--- src/rtl/data_mem_lsu.sv ---
// Load/store unit driving a word-wide, big-endian DataMem port.
// Sub-word stores are read-modify-write; every output is driven from a register.
module data_mem_lsu #(
    parameter int RD_LAT = 1,
    parameter int ADDR_W = 32
) (
    input  logic              clk,
    input  logic              rst_n,
    input  logic              req_valid,
    output logic              req_ready,
    input  logic              req_write,
    input  logic [1:0]        req_size,
    input  logic              req_signed,
    input  logic [ADDR_W-1:0] req_addr,
    input  logic [31:0]       req_wdata,
    output logic              rsp_valid,
    input  logic              rsp_ready,
    output logic [31:0]       rsp_rdata,
    output logic              rsp_err,
    output logic [ADDR_W-1:0] Address,
    output logic [31:0]       WriteData,
    output logic [1:0]        MemWrite,
    output logic [1:0]        MemRead,
    input  logic [31:0]       ReadData
);

    typedef enum logic [1:0] {
        IDLE = 2'd0,
        RD   = 2'd1,
        WR   = 2'd2,
        RESP = 2'd3
    } lsuState_t;

    localparam logic [1:0] SZ_BYTE  = 2'd0;
    localparam logic [1:0] SZ_HALF  = 2'd1;
    localparam logic [1:0] SZ_WORD  = 2'd2;
    localparam logic [1:0] CNT_LAST = 2'(RD_LAT - 1);

    function automatic logic [31:0] extractLoad(
        input logic [31:0] word,
        input logic [1:0]  size,
        input logic [1:0]  offset,
        input logic        isSigned
    );
        logic [7:0]  b;
        logic [15:0] h;
        logic [31:0] res;
        b   = 8'h00;
        res = 32'h0000_0000;
        case (offset)
            2'd0:    b = word[31:24];
            2'd1:    b = word[23:16];
            2'd2:    b = word[15:8];
            2'd3:    b = word[7:0];
            default: b = 8'h00;
        endcase
        h = offset[1] ? word[15:0] : word[31:16];
        case (size)
            SZ_BYTE: res = {{24{isSigned & b[7]}}, b};
            SZ_HALF: res = {{16{isSigned & h[15]}}, h};
            SZ_WORD: res = word;
            default: res = 32'h0000_0000;
        endcase
        return res;
    endfunction

    function automatic logic [31:0] mergeStore(
        input logic [31:0] word,
        input logic [1:0]  size,
        input logic [1:0]  offset,
        input logic [31:0] wdata
    );
        logic [31:0] res;
        res = word;
        if (size == SZ_BYTE) begin
            case (offset)
                2'd0:    res[31:24] = wdata[7:0];
                2'd1:    res[23:16] = wdata[7:0];
                2'd2:    res[15:8]  = wdata[7:0];
                2'd3:    res[7:0]   = wdata[7:0];
                default: res        = word;
            endcase
        end else if (size == SZ_HALF) begin
            if (offset[1]) begin
                res[15:0] = wdata[15:0];
            end else begin
                res[31:16] = wdata[15:0];
            end
        end else begin
            res = wdata;
        end
        return res;
    endfunction

    lsuState_t         state_r, nextState_s;
    logic              pending_r, nextPending_s;
    logic [1:0]        cnt_r, nextCnt_s;
    logic [ADDR_W-1:0] reqAddr_r, nextAddr_s;
    logic [1:0]        reqSize_r, nextSize_s;
    logic              reqSigned_r, nextSigned_s;
    logic              reqWrite_r, nextWrite_s;
    logic [31:0]       reqWdata_r, nextWdata_s;
    logic [31:0]       word_r, nextWord_s;
    logic [31:0]       rspRdata_r, nextRdata_s;
    logic              rspErr_r, nextErr_s;
    logic              reqReady_r, nextReqReady_s;
    logic              rspValid_r, nextRspValid_s;
    logic [ADDR_W-1:0] address_r, nextAddress_s;
    logic [31:0]       writeData_r, nextWriteData_s;
    logic [1:0]        memWrite_r, nextMemWrite_s;
    logic [1:0]        memRead_r, nextMemRead_s;
    logic              illegal_s;

    // Misalignment and size legality of the latched request.
    always_comb begin
        illegal_s = 1'b0;
        case (reqSize_r)
            SZ_BYTE: illegal_s = 1'b0;
            SZ_HALF: illegal_s = reqAddr_r[0];
            SZ_WORD: illegal_s = (reqAddr_r[1:0] != 2'b00);
            default: illegal_s = 1'b1;
        endcase
    end

    // Next-state logic; outputs are derived from the next state so they register in step with it.
    always_comb begin
        nextState_s   = state_r;
        nextPending_s = pending_r;
        nextCnt_s     = cnt_r;
        nextAddr_s    = reqAddr_r;
        nextSize_s    = reqSize_r;
        nextSigned_s  = reqSigned_r;
        nextWrite_s   = reqWrite_r;
        nextWdata_s   = reqWdata_r;
        nextWord_s    = word_r;
        nextRdata_s   = rspRdata_r;
        nextErr_s     = rspErr_r;
        case (state_r)
            IDLE: begin
                if (pending_r) begin
                    // Decode cycle: the request was latched on the previous edge.
                    nextPending_s = 1'b0;
                    nextCnt_s     = 2'd0;
                    if (illegal_s) begin
                        nextState_s = RESP;
                        nextErr_s   = 1'b1;
                        nextRdata_s = 32'h0000_0000;
                    end else if (!reqWrite_r || (reqSize_r != SZ_WORD)) begin
                        nextState_s = RD;
                    end else begin
                        nextState_s = WR;
                        nextWord_s  = reqWdata_r;
                    end
                end else if (req_valid) begin
                    nextPending_s = 1'b1;
                    nextAddr_s    = req_addr;
                    nextSize_s    = req_size;
                    nextSigned_s  = req_signed;
                    nextWrite_s   = req_write;
                    nextWdata_s   = req_wdata;
                end else begin
                    nextPending_s = 1'b0;
                end
            end
            RD: begin
                if (cnt_r == CNT_LAST) begin
                    nextCnt_s = 2'd0;
                    if (reqWrite_r) begin
                        nextState_s = WR;
                        nextWord_s  = mergeStore(ReadData, reqSize_r, reqAddr_r[1:0], reqWdata_r);
                    end else begin
                        nextState_s = RESP;
                        nextRdata_s = extractLoad(ReadData, reqSize_r, reqAddr_r[1:0], reqSigned_r);
                        nextErr_s   = 1'b0;
                    end
                end else begin
                    nextCnt_s = cnt_r + 2'd1;
                end
            end
            WR: begin
                nextState_s = RESP;
                nextRdata_s = 32'h0000_0000;
                nextErr_s   = 1'b0;
            end
            RESP: begin
                if (rsp_ready) begin
                    nextState_s = IDLE;
                    nextRdata_s = 32'h0000_0000;
                    nextErr_s   = 1'b0;
                end else begin
                    nextState_s = RESP;
                end
            end
            default: begin
                nextState_s   = IDLE;
                nextPending_s = 1'b0;
                nextCnt_s     = 2'd0;
                nextRdata_s   = 32'h0000_0000;
                nextErr_s     = 1'b0;
            end
        endcase

        nextReqReady_s  = (nextState_s == IDLE) && !nextPending_s;
        nextRspValid_s  = (nextState_s == RESP);
        nextMemRead_s   = (nextState_s == RD) ? 2'b01 : 2'b00;
        nextMemWrite_s  = (nextState_s == WR) ? 2'b01 : 2'b00;
        nextWriteData_s = (nextState_s == WR) ? nextWord_s : 32'h0000_0000;
        if ((nextState_s == RD) || (nextState_s == WR)) begin
            nextAddress_s = {nextAddr_s[ADDR_W-1:2], 2'b00};
        end else begin
            nextAddress_s = '0;
        end
    end

    // State, request latch and output registers.
    always_ff @(posedge clk or negedge rst_n) begin
        if (!rst_n) begin
            state_r     <= IDLE;
            pending_r   <= 1'b0;
            cnt_r       <= 2'd0;
            reqAddr_r   <= '0;
            reqSize_r   <= 2'd0;
            reqSigned_r <= 1'b0;
            reqWrite_r  <= 1'b0;
            reqWdata_r  <= 32'h0000_0000;
            word_r      <= 32'h0000_0000;
            rspRdata_r  <= 32'h0000_0000;
            rspErr_r    <= 1'b0;
            reqReady_r  <= 1'b1;
            rspValid_r  <= 1'b0;
            address_r   <= '0;
            writeData_r <= 32'h0000_0000;
            memWrite_r  <= 2'b00;
            memRead_r   <= 2'b00;
        end else begin
            state_r     <= nextState_s;
            pending_r   <= nextPending_s;
            cnt_r       <= nextCnt_s;
            reqAddr_r   <= nextAddr_s;
            reqSize_r   <= nextSize_s;
            reqSigned_r <= nextSigned_s;
            reqWrite_r  <= nextWrite_s;
            reqWdata_r  <= nextWdata_s;
            word_r      <= nextWord_s;
            rspRdata_r  <= nextRdata_s;
            rspErr_r    <= nextErr_s;
            reqReady_r  <= nextReqReady_s;
            rspValid_r  <= nextRspValid_s;
            address_r   <= nextAddress_s;
            writeData_r <= nextWriteData_s;
            memWrite_r  <= nextMemWrite_s;
            memRead_r   <= nextMemRead_s;
        end
    end

    assign req_ready = reqReady_r;
    assign rsp_valid = rspValid_r;
    assign rsp_rdata = rspRdata_r;
    assign rsp_err   = rspErr_r;
    assign Address   = address_r;
    assign WriteData = writeData_r;
    assign MemWrite  = memWrite_r;
    assign MemRead   = memRead_r;

endmodule

--- config.mk ---
export PLATFORM = sky130hd
export DESIGN_NAME = data_mem_lsu
export DESIGN_NICKNAME = d
export VERILOG_FILES = /design/src/rtl/data_mem_lsu.sv
export SDC_FILE = /design/constraint.sdc
export NUM_CORES = 1
export LEC_CHECK = 0
export CAP_MARGIN = 0
export CORE_MARGIN = 4
export CORE_UTILIZATION = 55
export DETAILED_ROUTE_END_ITERATION = 6
export GPL_ROUTABILITY_DRIVEN = 0
export PLACE_DENSITY = 0.9
export RECOVER_POWER = 50
export SKIP_CTS_REPAIR_TIMING = 1
export SLEW_MARGIN = 20
export SYNTH_ARGS = -nofsm -noshare
export SYNTH_HDL_FRONTEND = slang
export SYNTH_SLANG_ARGS = --single-unit
--- constraint.sdc ---
create_clock -name clk -period 8.6 [get_ports clk]
set_clock_uncertainty 0.05 [all_clocks]
set_input_delay 0.86 -clock clk [delete_from_list [all_inputs] [get_ports clk]]
set_output_delay 0.86 -clock clk [all_outputs]
set_load 0.05 [all_outputs]
* Yosys cells after proc, flatten, opt, wreduce, memory -nomap -nowiden
Cells that the tools add are included.
Widths: inputs -> output; s select.
** Storage, ports and cells
- Memory bits (writable) :: 0
- Flip-flop bits (word level) :: 206
- Memories kept :: 0
- Output and inout bits :: 103
- ROM bits :: 0
- Latch bits :: 0
** Cells by class
- Div/mod/pow operators :: 0
- Reductions and logical operators :: 15
- Shift operators :: 0
- Equality and inequality tests :: 17
- Add/sub/neg operators :: 1
- Multipliers :: 0
- Muxes and demuxes :: 53
- $lt $le $gt $ge :: 0
- Bitwise gates (word level) :: 3
** Operator list (number)
- $mux 32 :: 17
- $pmux 32 s4 :: 1
- $pmux 32 s3 :: 1
- $pmux 32 s2 :: 1
- $mux 8 :: 7
- $mux 16 :: 3
- $pmux 8 s4 :: 1
- $eq 2x2->1 const B :: 7
- $mux 2 :: 7
- $ne 2x2->1 const B :: 6
- $mux 1 :: 11
- $logic_not 2->1 :: 5
- $eq 2x1->1 const B :: 4
- $pmux 2 s4 :: 1
- $reduce_and 5->1 :: 1
- $pmux 1 s4 :: 1
- $pmux 2 s2 :: 1
- $reduce_bool 2->1 :: 2
- $pmux 1 s3 :: 1
- $reduce_and 3->1 :: 1
- $add 2x1->2 const B :: 1
- $and 1x1->1 :: 2
- $logic_not 1->1 :: 2
- $logic_or 1x1->1 :: 2
- 3 further kinds :: 3

* Logic depth before layout (Yosys ltp)
- Depth after elaboration :: 10
- Mapped depth :: 11
- Depth with buffers taken out :: 10

* Worst setup path after synthesis
OpenSTA, ideal clock, no wires.
- Kind :: reg-to-reg
- From :: reg reqAddr_r[1]
- To :: reg writeData_r[10], in the netlist WriteData[10]
- Setup slack :: 5769 ps
- Stages on the path, launching flop included :: 12
- Path buffers :: 3
- Arrival :: 2698 ps
- Clock period less this slack :: 2831 ps
- Path through :: dfrtp_1 > buf_2 > buf_2 > buf_2 > o31ai_1 > a21o_1 > a22oi_1 > ha_1 > inv_1 > nor3_1 > a22oi_1 > o21ai_0
** Between the ends
- Longest elaborated chain between the ends :: 7
** RTL lines
- from (decl) :: line 98 : logic [ADDR_W-1:0] reqAddr_r, nextAddr_s;
- from (signal assigned) :: line 239 : reqAddr_r <= nextAddr_s;
- $reduce_bool 2->1 :: line 120 : SZ_WORD: illegal_s = (reqAddr_r[1:0] != 2'b00);
- $pmux 1 s3 :: line 117 : case (reqSize_r)
- $mux 2 :: line 144 : if (illegal_s) begin
- $mux 2 :: line 140 : if (pending_r) begin
- $pmux 2 s4 :: line 138 : case (state_r)
- named net nextState_s[1] :: line 95 : lsuState_t state_r, nextState_s;
- $eq 2x2->1 :: line 207 : nextWriteData_s = (nextState_s == WR) ? nextWord_s : 32'h0000_0000;
- $mux 32 :: line 207
- named net nextWriteData_s[10] :: line 109 : logic [31:0] writeData_r, nextWriteData_s;
- to (signal assigned) :: line 250 : writeData_r <= nextWriteData_s;
- to (decl) :: line 109
The timed path passes the listed nets, and every way through them passes these cells.
A chain may end at the register's enable or synchronous reset.

==> out/qor.yml <==
sta:
  fmax_ghz: 0.186
  finalHoldViolations: 0
  finalSetupViolCount: 0
  relSlewSlack: -1.56
  min_period_ps: 5380
  period_share: 0.625
  worst_pin_slew_ps: 3830
  setup_slack_ps: 3220
  rsz0062_at_grt: "false"
  fin_setup_tns_ps: 0
  hold_ws_ps: 426
  finalMaxSlewViolations: 211
synthesis:
  synth_seq_cells: 204
  syn_area_per_cell_sq_um: 11.1
  synth_mux_area_frac: 0.102
  synth_compound_area_frac: 0.180
  yosys.area_share.simple: 0.123
  synthAdderAreaFrac: 0.00805
  synth_top_family_by_area: "compound AO/OA/AOI/OAI gates"
  synth_xor_area_frac: 0
  ys_types: 58
  synth-async-reset-ratio: 1.00
  synth_edf_count: 0
  netlist_instances: 843
  yosys_warnings: 0
  synth-main-ff-cell: "dfrtp_1"
  yosysSeqAreaShare: 0.548
  syn_area_sq_mm: 0.00933
setup_path:
  setup.worst_path.class: "input pin to asynchronous set/reset pin"
  critPathSlowestCell: "clkbuf_1"
  crit_family: "buffers and inverters"
  critPathLaunchType: "input pin"
  path_max_fanout: 74
  cp.required_ps: 8280
  critPathArrivalTime_ps: 5050
  critical_path_buf_inv_count: 2
  slowest_delay_ps: 2780
  end_kind: "asynchronous set/reset pin"
  cp_common_cell: "clkbuf_1"
  path_cells: "clkbuf_1 > clkbuf_1"
power_and_ir_drop:
  finalPower_mw: 5.06
  power_density_mw_per_mm2: 415
  vdd_drop_max_v: 0.000235
  power.leakage_nw: 5.23
route:
  routed_wl_mm: 26.9
  postRouteAntennaNets: 0
  wl_per_cell_microns: 21.5
  dr.pass1.iters: 7
  drc: 0
  num_vias: 7700
  viasPerCell: 6.14
  drt_iter0_drc: 1101
layout:
  final_util: 0.735
  design_area_sq_mm: 0.0122
  antenna_cells: 0
  layout_common_cells: "dfrtp_1, clkdlybuf4s50_1, nand2_1, o21ai_0, mux2_2"
  nets: 1128
  final_common_cell: "dfrtp_1"
  drive_gt1_frac: 0.114
  area_growth_pct: 30.8
  layout.cells.non_filler: 1254
grt:
  track_usage: 0.274
  overflow: 0
  grt_pass1_wl_mm: 42.7
  grt_pass1_vias: 7828
  grt_max_degree: 132
  antenna_found_initial: 0
min_path:
  hp-class: "flop to flop"
clock_tree:
  h-tree-depth: 1
  cts_tree: "done"
  clk_latency_ps: 500
  clock-sinks: 204
  clock-root-buffer: "clkbuf_16"
  path_clk_slew_ps: 60
  clockBufferDepth: 3
  cts_made_buffers: 22
floorplan:
  dieArea_sq_mm: 0.0191
  fp-row-count: 47
  start_util: 0.562
  pin_count: 207
  die_h_microns: 138
  die_width_microns: 138
  core_area_sq_mm: 0.0166
placed_design:
  preCtsSetupSlack_ps: 4360
  dp.cells: 1213
  hpwlAfterDp_mm: 18.4
  placed_area_sq_mm: 0.0114
  io_buffers: 202
outcome:
  violations: "capacitance limit, slew limit"
  status: "finished, violations left"
job:
  maxCapViolations: 4
[worst paths after layout]
kind | startpoint | endpoint | slack, ps | cells after the start
worst max-delay path | rst_n | Address[19] | 3220 | 2
worst min-delay path | reqAddr_r[15] | reqAddr_r[15] | 430 | 1
worst max register to register | reqSize_r[1] | WriteData[13] | 3700 | 6
worst min register to register | reqAddr_r[15] | reqAddr_r[15] | 430 | 1
max in group clk | reqSize_r[1] | WriteData[13] | 3700 | 6
min in group asynchronous | rst_n | word_r[20] | 830 | 1
[state kept, by name (all words and copies together), names as in the netlist, 2 cells and up]
name and cells:
WriteData 32, reqAddr_r 32, reqWdata_r 32, rsp_rdata 32, word_r 32, Address 30
cnt_r 2, reqSize_r 2, state_r 2
[where the power goes]
part           total, mW  internal [mW]  leakage, nW  switching [mW]
clock network       1.02          0.635        0.393           0.380
registers           1.65           1.36         2.62           0.292
logic               2.40          0.871         2.22            1.53
[routing by layer]
| layer | wire [microns] | GRT usage |
|---|---|---|
| met2 | 12400 | 0.428 |
| met1 | 10200 | 0.352 |
| met5 | 0 | 0 |
| met3 | 3120 | 0.0960 |
| met4 | 1190 | 0.112 |
[logic make-up after synthesis]
kind of cell | after synthesis
AO/OA/AOI/OAI | 246
adder cells (fa/ha/maj) | 6
buffers and inverters | 79
flip-flops | 204
multiplexers | 86
other | 1
AND/OR/NAND/NOR | 221
[worst register-to-register path, stage by stage (launching register included)]
cell      delay, ps
dfrtp_2         410
clkbuf_1       2000
or4b_1          790
nor2_4          570
nor2_1          390
a221o_1         400
and2_1          180
[synth_stat cells, drive strengths merged (3+ instances only)]
cell type | instances | area, sq um
nor3b | 6 | 50.1
and2 | 22 | 138
nand3b | 3 | 22.5
or2 | 5 | 31.3
nor2 | 30 | 120
dfrtp | 203 | 5080
nor3 | 8 | 61.3
nand3 | 8 | 40.0
nand2 | 84 | 315
nand2b | 13 | 81.3
mux2i | 14 | 140
a22o | 12 | 105
ha | 6 | 75.1
a222oi | 6 | 60.1
a221oi | 18 | 158
inv | 17 | 63.8
a22oi | 29 | 218
o21a | 6 | 45.0
o211ai | 3 | 22.5
buf | 40 | 218
o31ai | 5 | 37.5
o21ai | 67 | 335
nor2b | 34 | 213
a21oi | 42 | 233
a32oi | 3 | 26.3
mux2 | 72 | 811
a221o | 12 | 120
a211oi | 4 | 30.0
o221ai | 6 | 52.6
clkbuf | 22 | 82.6
a21o | 6 | 45.0
o22ai | 8 | 50.1
a31oi | 10 | 62.6
[cell type report]
cell class                 instances  area [sq um]
clock buffer                      29           627
clock inverter                    11           173
fill                            1148          4390
inverter                          17          63.8
multi-input combinational        563          3860
sequential                       204          5110
tap                              220           275
timing repair buffer             210          2080
No activity file was read; power rests on OpenSTA's default activity.
